[config.mk]
export PLATFORM = sky130hd
export DESIGN_NAME = uart_rx_param
export DESIGN_NICKNAME = d
export VERILOG_FILES = /design/src/rtl/uart_pkg.sv /design/src/rtl/uart_rx_sampler.sv /design/src/rtl/uart_rx_param.sv
export SDC_FILE = /design/constraint.sdc
export NUM_CORES = 1
export LEC_CHECK = 0
export ABC_AREA = 1
export BUFFER_PORTS_ARGS = -buffer_cell sky130_fd_sc_hd__buf_2
export CAP_MARGIN = 25
export CORE_MARGIN = 3
export CORE_UTILIZATION = 45
export CTS_CLUSTER_SIZE = 12
export DETAILED_ROUTE_END_ITERATION = 6
export PLACE_DENSITY = 0.73
export SETUP_SLACK_MARGIN = 0.4
export SYNTH_ARGS = -nofsm -noshare
export SYNTH_HDL_FRONTEND = slang
export SYNTH_SLANG_ARGS = --single-unit
[constraint.sdc]
create_clock -name clk -period 6.7 [get_ports clk]
set_clock_uncertainty 0.1 [all_clocks]
set_input_delay 0.67 -clock clk [delete_from_list [all_inputs] [get_ports clk]]
set_output_delay 0.67 -clock clk [all_outputs]
set_load 0.02 [all_outputs]
[src/rtl/uart_pkg.sv]
// Shared definitions for the parametrised UART receiver: FSM states,
// parity-type encoding and the expected-parity helper.
package uart_pkg;

    // Widest data word the receiver supports.
    localparam int MAX_WIDTH = 9;

    typedef enum logic [2:0] {
        IDLE,
        START,
        DATA,
        PARITY,
        STOP,
        BREAK_WAIT
    } rx_state_t;

    localparam logic PAR_EVEN = 1'b0;
    localparam logic PAR_ODD  = 1'b1;

    // Expected parity bit for a word; unused upper bits must be zero.
    // Even parity is the XOR of the data, odd parity its complement.
    function automatic logic calc_parity(input logic [MAX_WIDTH-1:0] data,
                                         input logic                 par_typ);
        return (par_typ == PAR_ODD) ? ~(^data) : (^data);
    endfunction

endpackage

[src/rtl/uart_rx_sampler.sv]
// Bit-period timing for the receiver: runs edge_cnt through 0..P-1, captures
// three samples around mid-bit and reports their majority at the last count.
module uart_rx_sampler #(
    parameter int PRESCALE_W = 6
) (
    input  logic                  clk,
    input  logic                  rst,
    input  logic                  run,
    input  logic [PRESCALE_W-1:0] prescale,
    input  logic                  rx_in,
    output logic                  bit_val,
    output logic                  bit_done
);

    localparam logic [PRESCALE_W-1:0] ONE = PRESCALE_W'(1);

    logic [PRESCALE_W-1:0] edge_cnt_reg;
    logic [PRESCALE_W-1:0] half;
    logic [2:0]            hit;
    logic [2:0]            smp_reg;
    logic [2:0]            smp_eff;

    assign half = prescale >> 1;

    // Sample gi is taken at cnt = P/2-1+gi. When P=4 the last sample lands on
    // the decision count, so the live line value is used in that cycle.
    genvar gi;
    generate
        for (gi = 0; gi < 3; gi++) begin : g_smp
            logic [PRESCALE_W-1:0] pos;
            assign pos         = half + PRESCALE_W'(gi) - ONE;
            assign hit[gi]     = run && (edge_cnt_reg == pos);
            assign smp_eff[gi] = hit[gi] ? rx_in : smp_reg[gi];
        end
    endgenerate

    assign bit_done = run && (edge_cnt_reg == prescale - ONE);
    assign bit_val  = (smp_eff[0] & smp_eff[1]) |
                      (smp_eff[0] & smp_eff[2]) |
                      (smp_eff[1] & smp_eff[2]);

    // Bit-period counter and sample capture; the counter idles at zero.
    always_ff @(posedge clk) begin
        if (!rst) begin
            edge_cnt_reg <= '0;
            smp_reg      <= '0;
        end else begin
            if (!run || bit_done) begin
                edge_cnt_reg <= '0;
            end else begin
                edge_cnt_reg <= edge_cnt_reg + ONE;
            end
            for (int i = 0; i < 3; i++) begin
                if (hit[i]) begin
                    smp_reg[i] <= rx_in;
                end
            end
        end
    end

endmodule

[src/rtl/uart_rx_param.sv]
// Parametrised UART receiver: frame FSM, shift register, parity/stop checks
// and a single-word valid/ready output register with error pulses.
module uart_rx_param
    import uart_pkg::*;
#(
    parameter int DATA_WIDTH = 8,
    parameter int PRESCALE_W = 6
) (
    input  logic                  clk,
    input  logic                  rst,
    input  logic                  PAR_EN,
    input  logic                  PAR_TYP,
    input  logic                  STOP2,
    input  logic [PRESCALE_W-1:0] Prescale,
    input  logic                  RX_IN,
    output logic [DATA_WIDTH-1:0] P_DATA,
    output logic                  data_valid,
    input  logic                  data_ready,
    output logic                  par_err,
    output logic                  stp_err,
    output logic                  overrun
);

    localparam int CNT_W = 4;

    rx_state_t             state_reg, state_next;
    logic                  par_en_reg, par_typ_reg, stop2_reg;
    logic [PRESCALE_W-1:0] prescale_reg;
    logic [DATA_WIDTH-1:0] shift_reg;
    logic [CNT_W-1:0]      bit_cnt_reg;
    logic                  par_bad_reg;
    logic                  armed_reg;
    logic [DATA_WIDTH-1:0] p_data_reg;
    logic                  data_valid_reg, par_err_reg, stp_err_reg, overrun_reg;

    logic start_det, run, bit_val, bit_done;
    logic last_data, last_stop, frame_end, stop_fail;

    // A start needs the line to have been high since reset, so a line held
    // low through reset does not launch a frame.
    assign start_det = (state_reg == IDLE) && armed_reg && !RX_IN;
    assign run       = start_det || (state_reg == START) || (state_reg == DATA) ||
                       (state_reg == PARITY) || (state_reg == STOP);
    assign last_data = (bit_cnt_reg == CNT_W'(DATA_WIDTH - 1));
    assign last_stop = !stop2_reg || (bit_cnt_reg == CNT_W'(1));

    uart_rx_sampler #(
        .PRESCALE_W (PRESCALE_W)
    ) u_sampler (
        .clk      (clk),
        .rst      (rst),
        .run      (run),
        .prescale (prescale_reg),
        .rx_in    (RX_IN),
        .bit_val  (bit_val),
        .bit_done (bit_done)
    );

    // Next-state logic and frame-end strobes.
    always_comb begin
        state_next = state_reg;
        frame_end  = 1'b0;
        stop_fail  = 1'b0;
        case (state_reg)
            IDLE:       if (start_det) state_next = START;
            START:      if (bit_done) state_next = bit_val ? IDLE : DATA;
            DATA:       if (bit_done && last_data) state_next = par_en_reg ? PARITY : STOP;
            PARITY:     if (bit_done) state_next = STOP;
            STOP: begin
                if (bit_done) begin
                    if (!bit_val) begin
                        state_next = BREAK_WAIT;
                        frame_end  = 1'b1;
                        stop_fail  = 1'b1;
                    end else if (last_stop) begin
                        state_next = IDLE;
                        frame_end  = 1'b1;
                    end
                end
            end
            BREAK_WAIT: if (RX_IN) state_next = IDLE;
            default:    state_next = IDLE;
        endcase
    end

    // State register, frame datapath and output register.
    always_ff @(posedge clk) begin
        if (!rst) begin
            state_reg      <= IDLE;
            par_en_reg     <= 1'b0;
            par_typ_reg    <= 1'b0;
            stop2_reg      <= 1'b0;
            prescale_reg   <= '0;
            shift_reg      <= '0;
            bit_cnt_reg    <= '0;
            par_bad_reg    <= 1'b0;
            armed_reg      <= 1'b0;
            p_data_reg     <= '0;
            data_valid_reg <= 1'b0;
            par_err_reg    <= 1'b0;
            stp_err_reg    <= 1'b0;
            overrun_reg    <= 1'b0;
        end else begin
            state_reg   <= state_next;
            par_err_reg <= 1'b0;
            stp_err_reg <= 1'b0;
            overrun_reg <= 1'b0;
            if (RX_IN) begin
                armed_reg <= 1'b1;
            end

            if (start_det) begin
                par_en_reg   <= PAR_EN;
                par_typ_reg  <= PAR_TYP;
                stop2_reg    <= STOP2;
                prescale_reg <= Prescale;
                bit_cnt_reg  <= '0;
                par_bad_reg  <= 1'b0;
            end

            // Data bits arrive LSB first and shift down from the top.
            if (state_reg == DATA && bit_done) begin
                shift_reg   <= {bit_val, shift_reg[DATA_WIDTH-1:1]};
                bit_cnt_reg <= last_data ? '0 : bit_cnt_reg + CNT_W'(1);
            end
            if (state_reg == PARITY && bit_done) begin
                par_bad_reg <= (bit_val != calc_parity(MAX_WIDTH'(shift_reg), par_typ_reg));
            end
            if (state_reg == STOP && bit_done) begin
                bit_cnt_reg <= bit_cnt_reg + CNT_W'(1);
            end

            // A handshake and a good frame end on the same edge reload the
            // word without an overrun.
            if (data_valid_reg && data_ready) begin
                data_valid_reg <= 1'b0;
            end
            if (frame_end) begin
                if (stop_fail) begin
                    stp_err_reg <= 1'b1;
                end else if (par_bad_reg) begin
                    par_err_reg <= 1'b1;
                end else if (data_valid_reg && !data_ready) begin
                    overrun_reg <= 1'b1;
                end else begin
                    p_data_reg     <= shift_reg;
                    data_valid_reg <= 1'b1;
                end
            end
        end
    end

    assign P_DATA     = p_data_reg;
    assign data_valid = data_valid_reg;
    assign par_err    = par_err_reg;
    assign stp_err    = stp_err_reg;
    assign overrun    = overrun_reg;

endmodule

==> impl_metrics.env, run 1 <==
export IMPL_outcome="complete, no violations"
export IMPL_slew_viol_final=0
export IMPL_synth_cells=417
export IMPL_drtIter0Drc=168
export IMPL_io_buffers=24
export IMPL_peakVddDrop_v=0.000210
export IMPL_grt_antenna_before_repair=0
export IMPL_reg2reg_from="prescale_reg[1]"
export IMPL_fin_crit_ns=2.57
export IMPL_io_pins=25
export IMPL_hold_worst_slack_ns=0.411
export IMPL_layout_area_overhead_vs_synth_pct=9.76
export IMPL_grt_pass1_wl_um=10400
export IMPL_postPlaceCellArea_mm2=0.00301
export IMPL_cp_max_fo=8
export IMPL_dpl_hpwl_um=4510
export IMPL_route_detailed_drc=0
export IMPL_cts_buffers_inserted=5
export IMPL_yosysWarnings=0
export IMPL_drt_pass1_iterations=4
export IMPL_synthesis_nets=437
export IMPL_critPathLaunch="prescale_reg[1]"
export IMPL_hold_start="P_DATA[4]"
export IMPL_synth_area_leaders="dfxtp_1 33%, nand2_1 13%, inv_1 7.7%"
export IMPL_synth_area_per_cell_um2=6.77
export IMPL_cp_data_required_time_ns=6.82
export IMPL_vias=2584
export IMPL_setup_tns_ns=0
export IMPL_clk_pin_slew_ns=0.10
export IMPL_cts_max_path_buffers=2
export IMPL_grt_pass1_vias=2379
export IMPL_leakagePower_nw=1.43
export IMPL_finalHoldViolations=0
export IMPL_num_antenna_cells=0
export IMPL_postCtsHoldBufs=0
export IMPL_wl_per_cell_um=11.5
export IMPL_endpoint_kind="register"
export IMPL_htreeDepth=2
export IMPL_slew_headroom_pct=63.8
export IMPL_grt_usage_pct=17.4
export IMPL_min_path_type="register to register"
export IMPL_yosysUniqueCellTypes=35
export IMPL_crit_arrival_ns=2.69
export IMPL_dr_wl_met3_um=251
export IMPL_cts_sinks=47
export IMPL_p_per_area_mw_per_mm2=283
export IMPL_drv_cap=0
export IMPL_critPathLaunchType="register"
export IMPL_postRouteAntennaNets=0
export IMPL_ys_dominant_reg_cell="dfxtp_1"
export IMPL_post_cts_buffers=0
export IMPL_grt_max_degree=34
export IMPL_power_w=0.000875
export IMPL_finalWirelength_um=5940
export IMPL_rows=28
export IMPL_synth_edf_count=0
export IMPL_max_freq_mhz=389
export IMPL_cts_root_buf="clkbuf_8"
export IMPL_synth_top_cell_area_share_pct=33.3
export IMPL_rsz0062_at_grt="no"
export IMPL_worst_pin_slew_ns=0.543
export IMPL_synth_seq_area_share_pct=33.3
export IMPL_ys_seq_elements=47
export IMPL_mostFrequentLayoutCell="nand2_1"
export IMPL_async_flop_share_pct=0
export IMPL_wl_met2_um=2670
export IMPL_dieWidth_um=85.2
export IMPL_fill_cells=593
export IMPL_dr_max_layer_used="met4"
export IMPL_layout_drive_gt1_share_pct=15.8
export IMPL_place_congestion=0.855
export IMPL_setup_viol=0
export IMPL_grt_overflow=0
export IMPL_vias_per_cell=5.00
export IMPL_cts_resized=0
export IMPL_insertion_delay_ns=0.31
export IMPL_initial_core_util_pct=47.1
export IMPL_design_area_mm2=0.00310
export IMPL_critical_path_class="register to register"
export IMPL_routedLengthMet1_um=2960
export IMPL_cts_tree="done"
export IMPL_synth_area_mm2=0.00282
export IMPL_post_route_period_util_pct=38.4
export IMPL_core_area_mm2=0.00599
export IMPL_nNetsFinal=461
export IMPL_fp_dieArea_mm2=0.00726
export IMPL_die_h_um=85.2
export IMPL_layout_common_cells="97 x nand2_1, 58 x inv_1, 56 x nor2_1"
export IMPL_synth_area_leader_cell="dfxtp_1"
==> synth_stat cells, types with 7 or more instances <==
master   instances
dfxtp_1         47
ha_1             7
xnor2_1         10
inv_1           58
o21ai_0         20
xor2_1           9
nand2_1         97
nand2_2          8
nor2_1          56
nand3_1         24
a21oi_1         22
==> through the flow <==
step	std cells	setup WS (ns)	utilization, %
after floorplan	417	4.45	-
after global placement	509	4.09	50.2
after detailed placement	509	4.06	50.2
after CTS	517	4.14	51.7
after global routing	517	3.81	51.7
final	517	4.13	51.7
==> path summary, 6_finish.rpt <==
kind	end	slack (ns)	cells past startpoint
worst max register to register	P_DATA[3]	4.13	18
worst min-delay path	P_DATA[4]	0.41	4
worst min register to register	P_DATA[4]	0.41	4
worst max-delay path	P_DATA[3]	4.13	18
==> layout make-up <==
cell class	instances	area, um2	share of cell area (%)
clock buffer	5	68.8	2.22
clock inverter	3	22.5	0.727
inverter	66	250	8.08
multi-input combinational	297	1600	51.7
sequential	47	941	30.4
tap	75	93.8	3.03
timing repair buffer	24	120	3.88
==> power by group <==
part           internal, W  total (W)  switching (W)
Combinational     0.000116   0.000358       0.000242
Sequential        0.000305   0.000336      0.0000313
Clock            0.0000750   0.000180       0.000105
==> metal layers <==
layer  vias to the layer above  global-route usage [%]
met4                         0                    4.46
li1                       1349                       -
met5                         -                       0
met3                         8                    2.91
met1                      1168                    24.1
met2                        59                    28.0
==> critical path, cell delays in order, from the launching register on <==
cell and delay [ns]:
dfxtp_1 0.40, inv_1 0.16, ha_1 0.36, inv_1 0.08, nand2_1 0.05, nand2_1 0.09, nand2_1 0.06, nor2_1 0.11
nand2_1 0.07, nor2_2 0.12, nand3_1 0.09, nand2_2 0.10, nand2_4 0.07, nand3_2 0.08, nand3_2 0.12, nor2_8 0.20
nand3_1 0.08, nand2_1 0.08, nor2_1 0.04
==> cell families (layout without fill, tap and decap cells) <==
family	count (synthesis)	count (layout)	synth area share, %
flip-flops	47	47	33.3
adder cells (fa/ha/maj)	7	7	3.10
AO/OA/AOI/OAI	52	52	9.67
buffers and inverters	73	98	9.93
XOR/XNOR	19	19	5.90
AND/OR/NAND/NOR	219	219	38.0
(Power assumes the default switching activity.)
==> inputs of run 2 (changes only) <==
PLACE_DENSITY = 0.75   (was 0.73)
clock period = 2.1 ns   (was 6.7 ns; I/O delays follow)
==> run 2 against run 1 <==
  * Combinational power increased to 4.6 times the previous value
  * Setup slack lost 4.4 ns
  * Total power rose to 3.9 times the previous value
  * Sequential share of layout area decreased by 5.3 points
  * Final cell count rose by 8.9%
  * Via count increased by 11%
  * First-iteration DRC count rose by 90%
  * Critical endpoint is now P_DATA[4]
  * Utilization increased by 12 points
  * The flow now finishes with violations (setup timing)
  * Sequential power increased to 3.2 times the previous value
  * Sequential cell count did not move
  * Register-to-register slack got worse by 4.4 ns
  * Largest cell class unchanged
==> impl_metrics.env, run 2 (same netlist as run 1, synthesis figures left out) <==
export IMPL_route_detailed_drc=0
export IMPL_grt_overflow=0
export IMPL_grt_pass1_vias=2574
export IMPL_finalWirelength_um=7390
export IMPL_cts_buffers_inserted=5
export IMPL_grt_max_degree=26
export IMPL_drtIter0Drc=319
export IMPL_rrSetupSlack_ns=-0.29
export IMPL_min_path_type="input port to register"
export IMPL_wl_per_cell_um=13.1
export IMPL_nNetsFinal=507
export IMPL_p_per_area_mw_per_mm2=903
export IMPL_finalHoldViolations=0
export IMPL_violations="setup timing"
export IMPL_num_antenna_cells=0
export IMPL_fin_ws_ns=-0.286
export IMPL_pre_cts_slack_ns=-0.173
export IMPL_slew_headroom_pct=69.5
export IMPL_htreeDepth=2
export IMPL_fin_crit_ns=2.39
export IMPL_slew_viol_final=0
export IMPL_fp_dieArea_mm2=0.00726
export IMPL_cts_max_path_buffers=2
export IMPL_crit_arrival_ns=2.54
export IMPL_postRouteAntennaNets=0
export IMPL_leakagePower_nw=1.74
export IMPL_drv_cap=0
export IMPL_dieWidth_um=85.2
export IMPL_setup_viol=28
export IMPL_io_pins=25
export IMPL_drt_pass1_iterations=5
export IMPL_post_route_period_util_pct=114
export IMPL_cts_sinks=47
export IMPL_critical_path_class="register to register"
export IMPL_grt_pass1_wl_um=11100
export IMPL_cts_tree="done"
export IMPL_cp_data_required_time_ns=2.25
export IMPL_core_area_mm2=0.00599
export IMPL_critical_path_slowest_cell="dfxtp_4"
export IMPL_vias_per_cell=5.11
export IMPL_path_cells="ha_2 > nand2_1 > nor2_2 > nor2_1 > nor2_1 > nand2_1 > nor2_1 > nand3_2 > nand2_2 > nand2_4 > nand3_4 > nand2_2 > inv_2 > nand4_4 > nand2_2 > inv_1 > nor2_1"
export IMPL_fin_util_pct=63.2
export IMPL_peakVddDrop_v=0.000488
export IMPL_rsz0062_at_grt="yes"
export IMPL_outcome="complete, but fails checks"
export IMPL_worst_pin_slew_ns=0.456
export IMPL_place_congestion=0.951
export IMPL_cp_slowest_stage_delay_ns=0.41
export IMPL_power_w=0.00342
export IMPL_layout_area_overhead_vs_synth_pct=34.2
export IMPL_grt_antenna_before_repair=0
export IMPL_layout_common_cells="90 x nand2_1, 53 x inv_1, 51 x nor2_1"
export IMPL_die_h_um=85.2
export IMPL_cp_max_fo=8
export IMPL_insertion_delay_ns=0.31
export IMPL_cp_common_cell="nor2_1"
export IMPL_critPathLaunchType="register"
export IMPL_mostFrequentLayoutCell="nand2_1"
export IMPL_postCtsHoldBufs=0
export IMPL_layout_drive_gt1_share_pct=32.4
export IMPL_vias=2879
export IMPL_rows=28
export IMPL_clk_pin_slew_ns=0.09
export IMPL_cts_root_buf="clkbuf_8"
export IMPL_initial_core_util_pct=47.1
export IMPL_max_freq_mhz=419
export IMPL_setup_tns_ns=-5.01
export IMPL_dpl_hpwl_um=4950
export IMPL_grt_usage_pct=18.9
export IMPL_endpoint_kind="register"
export IMPL_io_buffers=24
==> run 2: changes by cell type in the layout (fill, tap and decap cells not counted), sizes merged <==
cell	delta
bufinv	+1
clkinvlp	+1
clkbuf	+1
clkinv	-2
buf	+45
==> run 2: where the power goes <==
part           switching (W)  internal [W]  total [W]
clock               0.000344      0.000359   0.000703
sequential         0.0000889      0.000976    0.00106
combinational        0.00101      0.000638    0.00165
==> run 2: cell type report <==
class                      instances  area [um2]
fill                             498        2200
sequential                        47         951
multi-input combinational        297        1840
clock inverter                     3        46.3
timing repair buffer              70         527
tap                               75        93.8
clock buffer                       5        68.8
inverter                          66         265
==> run 2: final timing paths <==
path | from | end | cells after the start
worst max-delay path | prescale_reg[1] | P_DATA[4] | 17
worst min-delay path | STOP2 | stop2_reg | 3
worst max register to register | prescale_reg[1] | P_DATA[4] | 17
worst min register to register | shift_reg[2] | shift_reg[1] | 2
==> run 2: per-stage QoR <==
stage	instances	instance area, um2	hold WS, ns
finish	563	3790	0.0298
global route	563	3790	0.0544
CTS	550	3470	0.0250
floorplan	417	2880	0.245
detailed placement	537	3270	0.348
global placement	537	3270	0.343
==> run 2: worst max-delay path, delay by kind of cell, from the launching register on <==
| kind | cells | cell delay, ns |
|---|---|---|
| buffers and inverters | 2 | 0.15 |
| adders and majority gates | 1 | 0.21 |
| DFF | 1 | 0.41 |
| and+or+nand+nor | 14 | 1.47 |
==> run 2: metal layers <==
layer / wire, um / track usage, % / vias to the layer above
met5: 0 / 0 / -
met2: 3490 / 30.6 / 103
met4: 176 / 7.05 / 0
met3: 418 / 3.20 / 21
met1: 3310 / 25.3 / 1314
li1: - / - / 1441
==> run 2: timing repair <==
| item | CTS | global route |
|---|---|---|
| pin swaps | 18 | 8 |
| setup buffers | 5 | 12 |
| gates cloned | 0 | 1 |
| endpoints found under the setup margin | 35 | 45 |
| resized for setup | 12 | 40 |
==> inputs of run 3 (changes only) <==
PLACE_DENSITY = 0.72   (was 0.75)
SYNTH_HIERARCHICAL = 1   (was unset)
==> run 3 against run 2 <==
  * The run still ends with setup timing left
  * Register-to-register slack worse by 0.29 ns
  * Total power rose by 18%
  * Synthesized cell count rose by 2.6%
  * Highest routed layer unchanged
  * Final cell count rose by 5.9%
  * Area after synthesis fell by 1.5%
  * Combinational power grew 42%
  * Clock power shrank 13%
  * Sequential cell count is the same
  * Via count is 5.8% higher
  * Critical endpoint is now P_DATA[1]
==> impl_metrics.env, run 3 <==
export IMPL_async_flop_share_pct=0
export IMPL_nNetsFinal=543
export IMPL_clk_pin_slew_ns=0.10
export IMPL_max_freq_mhz=374
export IMPL_io_pins=25
export IMPL_finalWirelength_um=8400
export IMPL_yosysWarnings=6
export IMPL_layout_drive_gt1_share_pct=42.0
export IMPL_drt_pass1_iterations=4
export IMPL_p_per_area_mw_per_mm2=981
export IMPL_cts_root_buf="clkbuf_8"
export IMPL_slew_viol_final=0
export IMPL_layout_common_cells="106 x nand2_1, 49 x buf_4, 44 x inv_1"
export IMPL_synthAdderAreaFrac_pct=3.15
export IMPL_ys_seq_elements=47
export IMPL_routedLengthMet1_um=3790
export IMPL_dr_wl_met3_um=369
export IMPL_postRouteAntennaNets=0
export IMPL_synth_seq_area_share_pct=33.9
export IMPL_die_h_um=84.6
export IMPL_worst_pin_slew_ns=0.514
export IMPL_mostFrequentLayoutCell="nand2_1"
export IMPL_route_detailed_drc=0
export IMPL_rsz0062_at_grt="yes"
export IMPL_min_path_type="input port to register"
export IMPL_grt_overflow=0
export IMPL_grt_usage_pct=21.0
export IMPL_crit_arrival_ns=2.76
export IMPL_synth_area_per_cell_um2=6.49
export IMPL_peakVddDrop_v=0.000858
export IMPL_insertion_delay_ns=0.31
export IMPL_synthesis_nets=448
export IMPL_cp_max_fo=8
export IMPL_synthMuxAreaShare_pct=0
export IMPL_grt_pass1_vias=2707
export IMPL_rows=27
export IMPL_synth_top_family_by_area="simple AND/OR/NAND/NOR gates"
export IMPL_critPathLaunchType="register"
export IMPL_synth_simple_area_share_pct=35.8
export IMPL_wl_per_cell_um=14.1
export IMPL_final_cells=596
export IMPL_critical_path_slowest_cell="dfxtp_4"
export IMPL_cp_top_family="simple AND/OR/NAND/NOR gates"
export IMPL_fin_crit_ns=2.67
export IMPL_synth_most_common_cell="nand2_1"
export IMPL_synthTopCellsByCount="123 x nand2_1, 59 x nor2_1, 50 x inv_1, 47 x dfxtp_1, 27 x a21oi_1"
export IMPL_drv_cap=0
export IMPL_path_cells="inv_2 > nand2_2 > nor2_4 > o21ai_2 > o21ai_1 > inv_1 > inv_2 > nor2_4 > nand2_2 > nor2_4 > nand2_2 > nand2_2 > nand3_2 > nand3_4 > inv_4 > nor2_4 > nand4_4 > clkbuf_16 > a21oi_2 > nor2_1"
export IMPL_synth_area_mm2=0.00278
export IMPL_post_route_period_util_pct=127
export IMPL_cp_slowest_stage_delay_ns=0.38
export IMPL_grt_pass1_wl_um=12300
export IMPL_htreeDepth=2
export IMPL_synth_area_leaders="dfxtp_1 34%, nand2_1 17%, nor2_1 8.0%"
export IMPL_vias=3047
export IMPL_outcome="complete, but fails checks"
export IMPL_wl_met2_um=4090
export IMPL_ys_dominant_reg_cell="dfxtp_1"
export IMPL_hold_worst_slack_ns=0.0450
export IMPL_cts_buffers_inserted=5
export IMPL_dieWidth_um=84.6
export IMPL_dpl_hpwl_um=5140
export IMPL_power_w=0.00405
export IMPL_slew_headroom_pct=65.7
export IMPL_initial_core_util_pct=48.4
export IMPL_vias_per_cell=5.11
export IMPL_dp_cells=559
export IMPL_critical_path_class="register to register"
export IMPL_synth_compound_area_share_pct=11.5
export IMPL_synth_cells=428
export IMPL_endpoint_kind="register"
export IMPL_cp_data_required_time_ns=2.19
export IMPL_fin_ws_ns=-0.572
export IMPL_cts_max_path_buffers=2
export IMPL_fp_dieArea_mm2=0.00715
export IMPL_io_buffers=24
export IMPL_cts_sinks=47
export IMPL_leakagePower_nw=1.90
export IMPL_violations="setup timing"
export IMPL_synth_area_leader_cell="dfxtp_1"
export IMPL_synth_edf_count=0
export IMPL_synthXorXnorAreaFrac_pct=5.36
export IMPL_place_congestion=0.842
export IMPL_grt_max_degree=20
export IMPL_core_area_mm2=0.00574
export IMPL_layout_area_overhead_vs_synth_pct=48.5
export IMPL_cp_buffers_inverters=5
export IMPL_drtIter0Drc=165
export IMPL_yosysUniqueCellTypes=31
export IMPL_dr_max_layer_used="met4"
export IMPL_num_antenna_cells=0
export IMPL_setup_viol=29
export IMPL_cts_tree="done"
export IMPL_synth_top_cell_area_share_pct=33.9
export IMPL_grt_antenna_before_repair=0
export IMPL_finalHoldViolations=0
-- run 3: worst paths after layout --
path / to / cells past startpoint / slack (ns) / startpoint
max reg2reg: P_DATA[1] / 20 / -0.57 / state_reg[1]
max: P_DATA[1] / 20 / -0.57 / state_reg[1]
min reg2reg: u_sampler/smp_reg[2] / 2 / 0.40 / u_sampler/smp_reg[2]
min: par_typ_reg / 3 / 0.04 / PAR_TYP
-- run 3: per-stage QoR --
| step | util (%) | setup slack, ns | instance area, um2 | setup TNS [ns] |
|---|---|---|---|---|
| 6_report | 71.9 | -0.572 | 4130 | -11.65 |
| 5_1_grt | 71.9 | -0.722 | 4130 | -15.05 |
| 4_1_cts | 67.1 | -0.373 | 3850 | -6.41 |
| 3_5_place_dp | 58.4 | -0.452 | 3360 | -9.02 |
| 3_3_place_gp | 58.4 | -0.336 | 3360 | -7.17 |
| 2_1_floorplan | - | -0.231 | 2860 | -2.08 |
-- run 3: kinds of logic (layout without fill, tap and decap cells) --
kind of cell             count (synthesis)  after routing
AO/OA/AOI/OAI                           60             60
XOR/XNOR                                17             17
adder cells (fa/ha/maj)                  7              7
buffers and inverters                   68            164
flip-flops                              47             47
AND/OR/NAND/NOR                        229            229
-- run 3: layout make-up --
cell class	count	area (um2)
multi-input combinational	313	1950
fill	412	1620
sequential	47	958
timing repair buffer	97	798
inverter	59	233
tap	72	90.1
clock buffer	5	68.8
clock inverter	3	26.3
-- run 3: worst min-delay path, stage by stage --
cell     delay, ns
buf_2         0.07
o21ai_0       0.07
nor2_1        0.07
-- run 3: routing by layer --
layer / GRT usage, % / vias to the layer above
met1: 28.5 / 1411
met2: 34.8 / 99
li1: - / 1524
met5: 0 / -
met3: 2.75 / 13
met4: 5.90 / 0
-- run 3: where the power goes --
part / total, W / switching [W] / leakage, nW / internal (W)
sequential: 0.00109 / 0.000101 / 0.384 / 0.000989
clock: 0.000612 / 0.000363 / 0.0510 / 0.000249
combinational: 0.00234 / 0.00121 / 1.47 / 0.00113
-- run 3: timing repair --
| action | CTS | global route |
|---|---|---|
| pin swaps | 13 | 36 |
| resized for setup | 60 | 55 |
| hold buffers | 0 | 0 |
| buffers inserted | 21 | 6 |
| cloned | 2 | 0 |
| setup endpoints to repair | 35 | 37 |
